<file path="src/rtl/cgra_pkg.sv">
// Shared CGRA constants: default geometry, instruction field positions and
// the program-counter sequencer state encoding.
package cgra_pkg;

  localparam int DEF_NUM_COL    = 4;
  localparam int DEF_DWIDTH_INT = 32;
  localparam int DEF_PC_W       = 12;

  // Column instruction fields
  localparam int HALT_BIT = 31;
  localparam int LOOP_BIT = 30;
  localparam int CNT_MSB  = 29;
  localparam int CNT_LSB  = 22;
  localparam int CNT_W    = CNT_MSB - CNT_LSB + 1;

  typedef enum logic [1:0] {
    ST_IDLE = 2'd0,
    ST_INIT = 2'd1,
    ST_RUN  = 2'd2,
    ST_DONE = 2'd3
  } seq_state_e;

endpackage

</file>
<file path="src/rtl/pc_col_ctrl.sv">
// Per-column halt and single-level loop control. Produces the PC strobes for
// one column from its registered halt/loop state and current instruction.
module pc_col_ctrl
  import cgra_pkg::*;
#(
  parameter int DWIDTH_INT = DEF_DWIDTH_INT,
  parameter int PC_W       = DEF_PC_W
) (
  input  logic                  ap_clk,
  input  logic                  areset,
  input  logic                  in_init,
  input  logic                  in_run,
  input  logic                  stall_i,
  input  logic [DWIDTH_INT-1:0] instr,
  output logic                  clken_pc,
  output logic                  load_pc,
  output logic                  incr_pc,
  output logic [PC_W-1:0]       load_value,
  output logic                  halted_nxt
);

  logic             halted_q, halted_n;
  logic             active_q, active_n;
  logic [CNT_W-1:0] cnt_q, cnt_n;

  logic             op_halt, op_loop;
  logic [CNT_W-1:0] loop_n;
  logic [PC_W-1:0]  target;
  logic             unused_bits;

  assign op_halt     = instr[HALT_BIT];
  assign op_loop     = instr[LOOP_BIT];
  assign loop_n      = instr[CNT_MSB:CNT_LSB];
  assign target      = instr[PC_W-1:0];
  assign unused_bits = ^instr[CNT_LSB-1:PC_W];
  assign halted_nxt  = halted_n;

  // Strobe decode and next halt/loop state; HALT wins over LOOP, stall freezes all.
  always_comb begin
    clken_pc   = 1'b0;
    load_pc    = 1'b0;
    incr_pc    = 1'b0;
    load_value = '0;
    halted_n   = halted_q;
    active_n   = active_q;
    cnt_n      = cnt_q;
    if (in_init) begin
      clken_pc = 1'b1;
      load_pc  = 1'b1;
      halted_n = 1'b0;
      active_n = 1'b0;
      cnt_n    = '0;
    end else if (in_run) begin
      clken_pc = ~halted_q & ~stall_i;
      if (!halted_q && !stall_i) begin
        if (op_halt) begin
          halted_n = 1'b1;
        end else if (op_loop && !active_q && loop_n != '0) begin
          active_n   = 1'b1;
          cnt_n      = loop_n - CNT_W'(1);
          load_pc    = 1'b1;
          load_value = target;
        end else if (op_loop && active_q && cnt_q != '0) begin
          cnt_n      = cnt_q - CNT_W'(1);
          load_pc    = 1'b1;
          load_value = target;
        end else if (op_loop && active_q) begin
          active_n = 1'b0;
          incr_pc  = 1'b1;
        end else begin
          incr_pc = 1'b1;
        end
      end
    end
  end

  // Halt/loop state registers.
  always_ff @(posedge ap_clk) begin
    if (areset) begin
      halted_q <= 1'b0;
      active_q <= 1'b0;
      cnt_q    <= '0;
    end else begin
      halted_q <= halted_n;
      active_q <= active_n;
      cnt_q    <= cnt_n;
    end
  end

endmodule

</file>
<file path="src/rtl/pc_sequencer.sv">
// CGRA program-counter sequencer: starts a run on the loader-done edge,
// drives per-column PC strobes, and ends on all-halted or cycle budget.
//
//   state | meaning
//   IDLE  | waiting for a start_i rising edge
//   INIT  | one cycle: load every PC with 0, clear column and cycle state
//   RUN   | columns execute; strobes decoded from current instructions
//   DONE  | one-cycle done_o pulse, then back to IDLE
module pc_sequencer
  import cgra_pkg::*;
#(
  parameter int NUM_COL    = DEF_NUM_COL,
  parameter int DWIDTH_INT = DEF_DWIDTH_INT,
  parameter int PC_W       = DEF_PC_W
) (
  input  logic                          ap_clk,
  input  logic                          areset,
  input  logic                          start_i,
  input  logic                          stall_i,
  input  logic [DWIDTH_INT-1:0]         cycle_register,
  input  logic [NUM_COL*DWIDTH_INT-1:0] instr,
  output logic [NUM_COL-1:0]            clken_PC,
  output logic [NUM_COL-1:0]            load_PC,
  output logic [NUM_COL-1:0]            incr_PC,
  output logic [NUM_COL*PC_W-1:0]       load_value_PC,
  output logic                          done_o,
  output logic                          busy_o,
  output logic                          timeout_o
);

  seq_state_e            state_q, state_n;
  logic                  start_q, armed_q, start_rise;
  logic [DWIDTH_INT-1:0] cyc_q, cyc_n, cyc_inc;
  logic                  timeout_q, timeout_n;
  logic                  in_init, in_run;
  logic [NUM_COL-1:0]    halted_nxt;

  // armed_q blocks the first cycle after reset so a level already high at
  // release is seen as "was high" rather than as a fresh edge.
  assign start_rise = start_i & ~start_q & armed_q;
  assign in_init    = (state_q == ST_INIT) & ~areset;
  assign in_run     = (state_q == ST_RUN) & ~areset;
  assign cyc_inc    = cyc_q + DWIDTH_INT'(1);

  assign done_o    = (state_q == ST_DONE) & ~areset;
  assign busy_o    = (state_q != ST_IDLE) & ~areset;
  assign timeout_o = timeout_q & ~areset;

  for (genvar c = 0; c < NUM_COL; c++) begin : g_col
    pc_col_ctrl #(
      .DWIDTH_INT (DWIDTH_INT),
      .PC_W       (PC_W)
    ) u_col (
      .ap_clk     (ap_clk),
      .areset     (areset),
      .in_init    (in_init),
      .in_run     (in_run),
      .stall_i    (stall_i),
      .instr      (instr[c*DWIDTH_INT +: DWIDTH_INT]),
      .clken_pc   (clken_PC[c]),
      .load_pc    (load_PC[c]),
      .incr_pc    (incr_PC[c]),
      .load_value (load_value_PC[c*PC_W +: PC_W]),
      .halted_nxt (halted_nxt[c])
    );
  end

  // Next-state, cycle budget and timeout flag; the all-halted end wins over budget.
  always_comb begin
    state_n   = state_q;
    cyc_n     = cyc_q;
    timeout_n = timeout_q;
    case (state_q)
      ST_IDLE: if (start_rise) state_n = ST_INIT;
      ST_INIT: begin
        cyc_n     = '0;
        timeout_n = 1'b0;
        state_n   = ST_RUN;
      end
      ST_RUN: begin
        if (!stall_i) begin
          cyc_n = cyc_inc;
          if (&halted_nxt) begin
            state_n = ST_DONE;
          end else if (cycle_register != '0 && cyc_inc == cycle_register) begin
            state_n   = ST_DONE;
            timeout_n = 1'b1;
          end
        end
      end
      ST_DONE: state_n = ST_IDLE;
      default: state_n = ST_IDLE;
    endcase
  end

  // State, start-edge detector, cycle counter and timeout registers.
  always_ff @(posedge ap_clk) begin
    if (areset) begin
      state_q   <= ST_IDLE;
      start_q   <= 1'b0;
      armed_q   <= 1'b0;
      cyc_q     <= '0;
      timeout_q <= 1'b0;
    end else begin
      state_q   <= state_n;
      start_q   <= start_i;
      armed_q   <= 1'b1;
      cyc_q     <= cyc_n;
      timeout_q <= timeout_n;
    end
  end

endmodule

</file>
<file path="config.mk">
export PLATFORM = sky130hd
export DESIGN_NAME = pc_sequencer
export DESIGN_NICKNAME = d
export VERILOG_FILES = /design/src/rtl/cgra_pkg.sv /design/src/rtl/pc_col_ctrl.sv /design/src/rtl/pc_sequencer.sv
export SDC_FILE = /design/constraint.sdc
export NUM_CORES = 1
export LEC_CHECK = 0
export BUFFER_PORTS_ARGS = -buffer_cell sky130_fd_sc_hd__buf_2
export CAP_MARGIN = 5
export CELL_PAD_IN_SITES_DETAIL_PLACEMENT = 1
export CELL_PAD_IN_SITES_GLOBAL_PLACEMENT = 1
export CORE_MARGIN = 2
export CORE_UTILIZATION = 32
export DETAILED_ROUTE_END_ITERATION = 7
export GPL_TIMING_DRIVEN = 0
export HOLD_SLACK_MARGIN = 0.08
export PLACE_DENSITY = 0.87
export SETUP_SLACK_MARGIN = 0.15
export SLEW_MARGIN = 5
export SYNTH_ARGS = -nofsm -noshare
export SYNTH_HDL_FRONTEND = slang
export SYNTH_SLANG_ARGS = --single-unit
</file>
<file path="constraint.sdc">
create_clock -name ap_clk -period 2.9 [get_ports ap_clk]
set_input_delay 0.29 -clock ap_clk [delete_from_list [all_inputs] [get_ports ap_clk]]
set_output_delay 0.29 -clock ap_clk [all_outputs]
set_load 0.005 [all_outputs]
</file>
==> out/qor.csv, run 1 <==
stage,metric,value,unit
run_status,outcome,"finished, violations left",
run_status,violations,setup timing,
detailed_routing,wl,27.3,mm
floorplanning,die_w,147,um
detailed_routing,routedWlPerCell,19.0,um
placed_design,placedCellCount,1376,
pwr,power.net_switching,1360,uW
finish,fillers,2582,
worst_setup_path,crit_required,3.17,ns
pwr,peakVddDrop,0.000295,V
sta,fmax,317,MHz
pwr,pwr-share-seq,32.3,%
cts,postCtsHoldBufs,0,
finish,multi_input_area,4890,um2
worst_setup_path,crit_fanout,9,
sta,rsz0062_at_grt,true,
detailed_routing,drt-vias-per-instance,5.71,
finish,fin_cells,1433,
sta,maxSlewViolCount,0,
sta,tns,-0.667,ns
sta,fin_skew,0.0106,ns
worst_setup_path,crit_path_frequent_cell,or4_4,
sta,hold_viol,0,
cts,clock_sinks,77,
floorplanning,floorplan.initialDensity,32.4,%
floorplanning,core,20100,um2
global_route,grt_usage,23.8,%
logic_synthesis,postSynthCellCount,920,
detailed_routing,drt_pass1_iterations,7,
cts,cts_root_buffer,clkbuf_16,
global_route,grt_max_degree,15,
global_route,grt_pass1_wl,41.9,mm
worst_setup_path,crit_family,simple AND/OR/NAND/NOR gates,
detailed_routing,vias,8181,
logic_synthesis,synth_area,6510,um2
cts,clock_latency,0.36,ns
worst_setup_path,cp-end-kind,flop,
logic_synthesis,yosys_warnings,0,
detailed_routing,post-route-drc-count,0,
floorplanning,rows,52,
cts,cts_buffer_depth,2,
finish,post-route-util,44.1,%
worst_setup_path,cp_slowest_cell,or4_4,
cts,cts_tree,yes,
global_route,grt_overflow,0,
logic_synthesis,async_reset_ff_share,0,%
logic_synthesis,synth.avg_cell_area,7.08,um2
placed_design,dp_hpwl,19.2,mm
sta,worst_slack,-0.251,ns
min_path,hold_class,primary input to flop,
worst_setup_path,slowest_delay,0.56,ns
pwr,internal_power,2160,uW
pwr,power_density,397,nW/um2
cts,cts_max_level,3,
finish,drive_above_1_share,31.8,%
pwr,pwr-share-clk,31.2,%
sta,timing.final.crit_share,109,%
logic_synthesis,synth_edf_count,0,
detailed_routing,ant_nets,0,
cts,tritoncts.num_buffers,9,
sta,post-route-min-period,3.15,ns
logic_synthesis,synthesis.nets,1093,
worst_setup_path,path_cells,buf_4 > and4_4 > nand4_1 > or4_4 > xnor2_1 > or4_4 > nor4_4 > o211ai_2 > a211oi_2,
floorplanning,ios,227,
logic_synthesis,ys_ff_latch,77,
logic_synthesis,ys.flop_type,dfxtp_1,
worst_setup_path,start_kind,flop,
cts,clkTransAtPathRegs,0.07,ns
global_route,antenna_found_initial,1,
floorplanning,die_h,147,um
sta,setup_viol,3,
pwr,switching_share,38.6,%
floorplanning,die_area,21500,um2
worst_setup_path,cp_num_buf_inv,1,
worst_setup_path,cp.arrival,3.42,ns
placed_design,port_buffers,186,
placed_design,finalWeightedCongestion,0.889,
pwr,p_comb_share,36.4,%
global_route,grt_pass1_vias,8229,
finish,nets,1329,
logic_synthesis,yosysSeqAreaShare,23.7,%
detailed_routing,drtIter0Drc,591,
sta,worstMarginPinSlew,0.829,ns
finish,syn_to_final_growth,36.1,%
worst_setup_path,worstSetupPathType,flop to flop,
sta,relSlewSlack,44.2,%
pwr,p_leak,0.00376,uW
finish,seqCellArea,1560,um2
run,cap_violations,0,
logic_synthesis,synth_cell_types,62,
==> cells in the mapped netlist, types with 20 or more instances <==
library cell,count,share of area (%)
clkbuf_1,44,2.5
xnor2_1,33,4.4
nand2_1,89,5.1
nor3_1,27,2.1
and3_1,31,3.0
nand4_1,20,1.9
o21ai_0,67,5.1
mux2i_1,29,4.5
and2_1,39,3.7
xor2_1,22,3.0
dfxtp_1,77,24
nand2b_1,25,2.4
nand3_1,31,2.4
nor2_1,81,4.7
a21oi_1,79,6.1
nor4_1,43,4.1
==> power groups by stage <==
| stage | Clock (uW) | Combinational [uW] | Sequential (uW) |
|---|---|---|---|
| floorplan | 0 | 732 | 1150 |
| global placement | 0 | 1140 | 1160 |
| detailed placement | 0 | 1180 | 1160 |
| CTS | 1120 | 1230 | 1140 |
| global route | 1160 | 1400 | 1140 |
| finish | 1100 | 1280 | 1140 |
==> sequential cells by signal, summed over array words and instances, names as in the netlist <==
name and flops:
state_q 2, cyc_q 32, g_col.u_col.active_q 4, g_col.u_col.halted_q 4, start_q 1, timeout_q 1
g_col.u_col.cnt_q 32, armed_q 1
==> metrics by stage <==
| stage | total power, uW | area, um2 | hold WS, ns | setup WS, ns |
|---|---|---|---|---|
| final | 3520 | 8860 | 0.175 | -0.251 |
| after global routing | 3700 | 8860 | 0.182 | -0.281 |
| after CTS | 3480 | 8580 | 0.165 | -0.0131 |
| after detailed placement | 2340 | 7830 | 0.469 | -0.861 |
| after global placement | 2300 | 7830 | 0.462 | -0.671 |
| after floorplan | 1880 | 6560 | 0.418 | 0.154 |
==> worst paths after layout <==
path	depth (start not counted)	from	slack (ns)	endpoint
hold reg to reg	2	g_col[0].u_col.cnt_q[0]	0.48	g_col[0].u_col.cnt_q[0]
hold / removal	2	start_i	0.18	start_q
setup / recovery	9	cyc_q[9]	-0.25	state_q[0]
setup reg to reg	9	cyc_q[9]	-0.25	state_q[0]
==> per-layer routing <==
| layer | up-vias | part of all wire, % | GRT usage (%) |
|---|---|---|---|
| li1 | 3792 | - | - |
| met1 | 3968 | 40 | 28.4 |
| met2 | 329 | 51 | 41.9 |
| met3 | 92 | 5.9 | 3.94 |
| met4 | 0 | 3.4 | 10.3 |
| met5 | - | 0 | 0 |
==> cell usage in the layout (no fill, tap or decap), drive strengths merged, types with 3 or more instances in the layout <==
| cell | count |
|---|---|
| buf | 261 |
| nand2 | 89 |
| nor2 | 81 |
| a21oi | 79 |
| dfxtp | 77 |
| o21ai | 67 |
| clkbuf | 51 |
| nor4 | 45 |
| and2 | 39 |
| xnor2 | 33 |
| and3 | 31 |
| nand3 | 31 |
| mux2i | 29 |
| nor3 | 27 |
| nand2b | 25 |
| xor2 | 22 |
| nand4 | 22 |
| a211oi | 17 |
| nor2b | 15 |
| inv | 14 |
| a31oi | 13 |
| a311oi | 10 |
| or3 | 10 |
| ha | 9 |
| or4 | 8 |
| o31ai | 5 |
| and4 | 5 |
| nand3b | 4 |
| mux2 | 4 |
| o211ai | 4 |
| or2 | 3 |
| a31o | 3 |
==> kinds of logic (layout without fill, tap and decap cells) <==
| logic type | after synthesis | in the layout | synth area share, % |
|---|---|---|---|
| AND/OR/NAND/NOR | 444 | 444 | 36.4 |
| buffers and inverters | 88 | 329 | 6.25 |
| AO/OA/AOI/OAI | 214 | 214 | 19.4 |
| XOR/XNOR | 55 | 55 | 7.40 |
| other | 0 | 2 | 0 |
| multiplexers | 33 | 33 | 5.15 |
| adder cells (fa/ha/maj) | 9 | 9 | 1.73 |
| flip-flops | 77 | 77 | 23.7 |
==> repair_timing <==
item / CTS / global route
buffers inserted: 27 / 12
gates resized for setup: 83 / 53
endpoints found under the setup margin: 100 / 76
pin swaps: 17 / 16
==> layout make-up <==
cell class,count,area share (%)
multi-input cells,755,55.2
flip-flops and latches,77,17.6
repair buffers,225,13.9
plain buffers,76,5.83
well taps,270,3.81
clock buffers,11,2.74
inverters,12,0.508
clock inverters,5,0.395
diodes,2,0.0565
Power figures use the tool's default switching activity.
==> run 2: changes to the inputs <==
--- a/config.mk
+++ b/config.mk
@@ -15,6 +15,7 @@
 export GPL_TIMING_DRIVEN = 0
 export HOLD_SLACK_MARGIN = 0.08
 export PLACE_DENSITY = 0.87
+export REMOVE_ABC_BUFFERS = 1
 export SETUP_SLACK_MARGIN = 0.15
 export SLEW_MARGIN = 5
 export SYNTH_ARGS = -nofsm -noshare
==> out/qor.csv, run 2 (synthesized netlist as in run 1, its figures left out) <==
stage,metric,value,unit
finish,largest_registers,"cyc_q: 32 flops, g_col.u_col.cnt_q: 32 flops",
pwr,peakVddDrop,0.000361,V
finish,antenna_cells,0,
sta,fin_skew,0.00925,ns
global_route,grt_max_degree,41,
pwr,finalPower,3520,uW
finish,mostFrequentLayoutCell,buf_2,
pwr,p_leak,0.00341,uW
detailed_routing,routedWlPerCell,19.2,um
floorplanning,floorplan.initialDensity,32.4,%
detailed_routing,ant_nets,0,
run,cap_violations,0,
detailed_routing,post-route-drc-count,0,
detailed_routing,drt-vias-per-instance,5.75,
placed_design,placedCellCount,1303,
floorplanning,die_w,147,um
sta,worst_slack,-0.0580,ns
sta,tns,-0.106,ns
sta,worstMarginPinSlew,0.886,ns
global_route,grt_overflow,0,
sta,setup_viol,2,
worst_setup_path,cp.arrival,3.22,ns
worst_setup_path,worstSetupPathType,flop to flop,
global_route,antenna_found_initial,0,
cts,tritoncts.num_buffers,9,
sta,rsz0062_at_grt,true,
global_route,grt_pass1_vias,7636,
floorplanning,core,20100,um2
detailed_routing,drtIter0Drc,481,
finish,seqCellArea,1580,um2
cts,clock_latency,0.35,ns
cts,clkTransAtPathRegs,0.06,ns
run_status,violations,setup timing,
worst_setup_path,crit_fanout,5,
worst_setup_path,crit_required,3.17,ns
sta,relSlewSlack,40.4,%
finish,drive_above_1_share,30.1,%
finish,fin_cells,1354,
detailed_routing,drt_pass1_iterations,5,
floorplanning,die_area,21500,um2
detailed_routing,wl,26.1,mm
worst_setup_path,start_kind,flop,
global_route,grt_usage,22.9,%
sta,timing.final.crit_share,102,%
sta,fmax,338,MHz
placed_design,port_buffers,186,
global_route,grt_pass1_wl,40.1,mm
cts,postCtsHoldBufs,0,
cts,clock_sinks,77,
finish,syn_to_final_growth,29.5,%
floorplanning,die_h,147,um
finish,multi_input_area,4930,um2
cts,cts_root_buffer,clkbuf_16,
placed_design,dp_hpwl,18.1,mm
sta,maxSlewViolCount,0,
cts,cts_buffer_depth,2,
pwr,power_density,418,nW/um2
min_path,hold_class,primary input to flop,
sta,hold_viol,0,
finish,layout_common_cells,"buf_2, nand2_1, nor2_1",
floorplanning,ios,227,
floorplanning,rows,52,
finish,fillers,2532,
worst_setup_path,cp-end-kind,flop,
sta,hold_slack,0.174,ns
detailed_routing,vias,7779,
run_status,outcome,"finished, violations left",
cts,cts_tree,yes,
finish,nets,1253,
placed_design,finalWeightedCongestion,0.923,
cts,cts_max_level,3,
sta,post-route-min-period,2.96,ns
-- run 2: cell types whose count changed in the layout (fill, tap and decap cells not counted), sizes merged --
cell | before | now
nor2 | 81 | 83
clkinv | 1 | 0
buf | 261 | 222
inv | 14 | 12
bufinv | 0 | 1
clkbuf | 51 | 12
o21a | 1 | 2
diode | 2 | 0
-- run 2: report_power, final --
group | switching (uW) | internal, uW | leakage [uW]
logic | 793 | 416 | 0.00263
clock network | 467 | 710 | 0.000141
registers | 44.7 | 1090 | 0.000634
-- run 2: layer usage --
metal,GRT usage [%],routed length (um),up-vias
met2,40.9,12900,331
li1,-,-,3649
met3,4.13,1780,68
met4,8.45,850,0
met5,0,0,-
met1,27.2,10500,3731
-- run 2: critical path, stage by stage, from the launching register on --
cell and delay [ns]:
dfxtp_4 0.36, ha_4 0.14, nand4_1 0.19, buf_4 0.21, buf_6 0.12, or4_4 0.51, o22ai_2 0.13, o2bb2ai_1 0.11
or4_4 0.54, nor4_4 0.24, o211ai_2 0.16, a211oi_2 0.19
-- run 2: layout make-up --
class / count / area share [%]
Clock buffer: 12 / 3.04
Clock inverter: 3 / 0.534
Inverter: 12 / 0.534
Multi-Input combinational cell: 758 / 58.5
Sequential cell: 77 / 18.7
Tap cell: 270 / 4.01
Timing Repair Buffer: 222 / 14.7
-- run 2: repair_timing --
action	CTS	global route
pin swaps	20	8
cloned	1	2
setup endpoints to repair	130	69
buffers inserted	21	12
hold endpoints to repair	0	0
gates resized for setup	82	16
-- run 2: final timing paths --
kind                                              start                       to  slack, ns  cells after the start
worst max-delay path                           cyc_q[1]               state_q[0]      -0.06                     11
worst min-delay path                            start_i                  start_q       0.17                      2
worst max register to register                 cyc_q[1]               state_q[0]      -0.06                     11
worst min register to register  g_col[2].u_col.cnt_q[0]  g_col[2].u_col.cnt_q[0]       0.47                      2
-- run 2: per-stage QoR --
stage               setup WS (ns)  instance area, um2  utilization [%]
finish                    -0.0580                8430             41.9
global placement            -1.82                7420             36.9
global route               -0.134                8430             41.9
detailed placement          -1.91                7490             37.2
floorplan                  -0.804                6150                -
CTS                        0.0114                8240             41.0
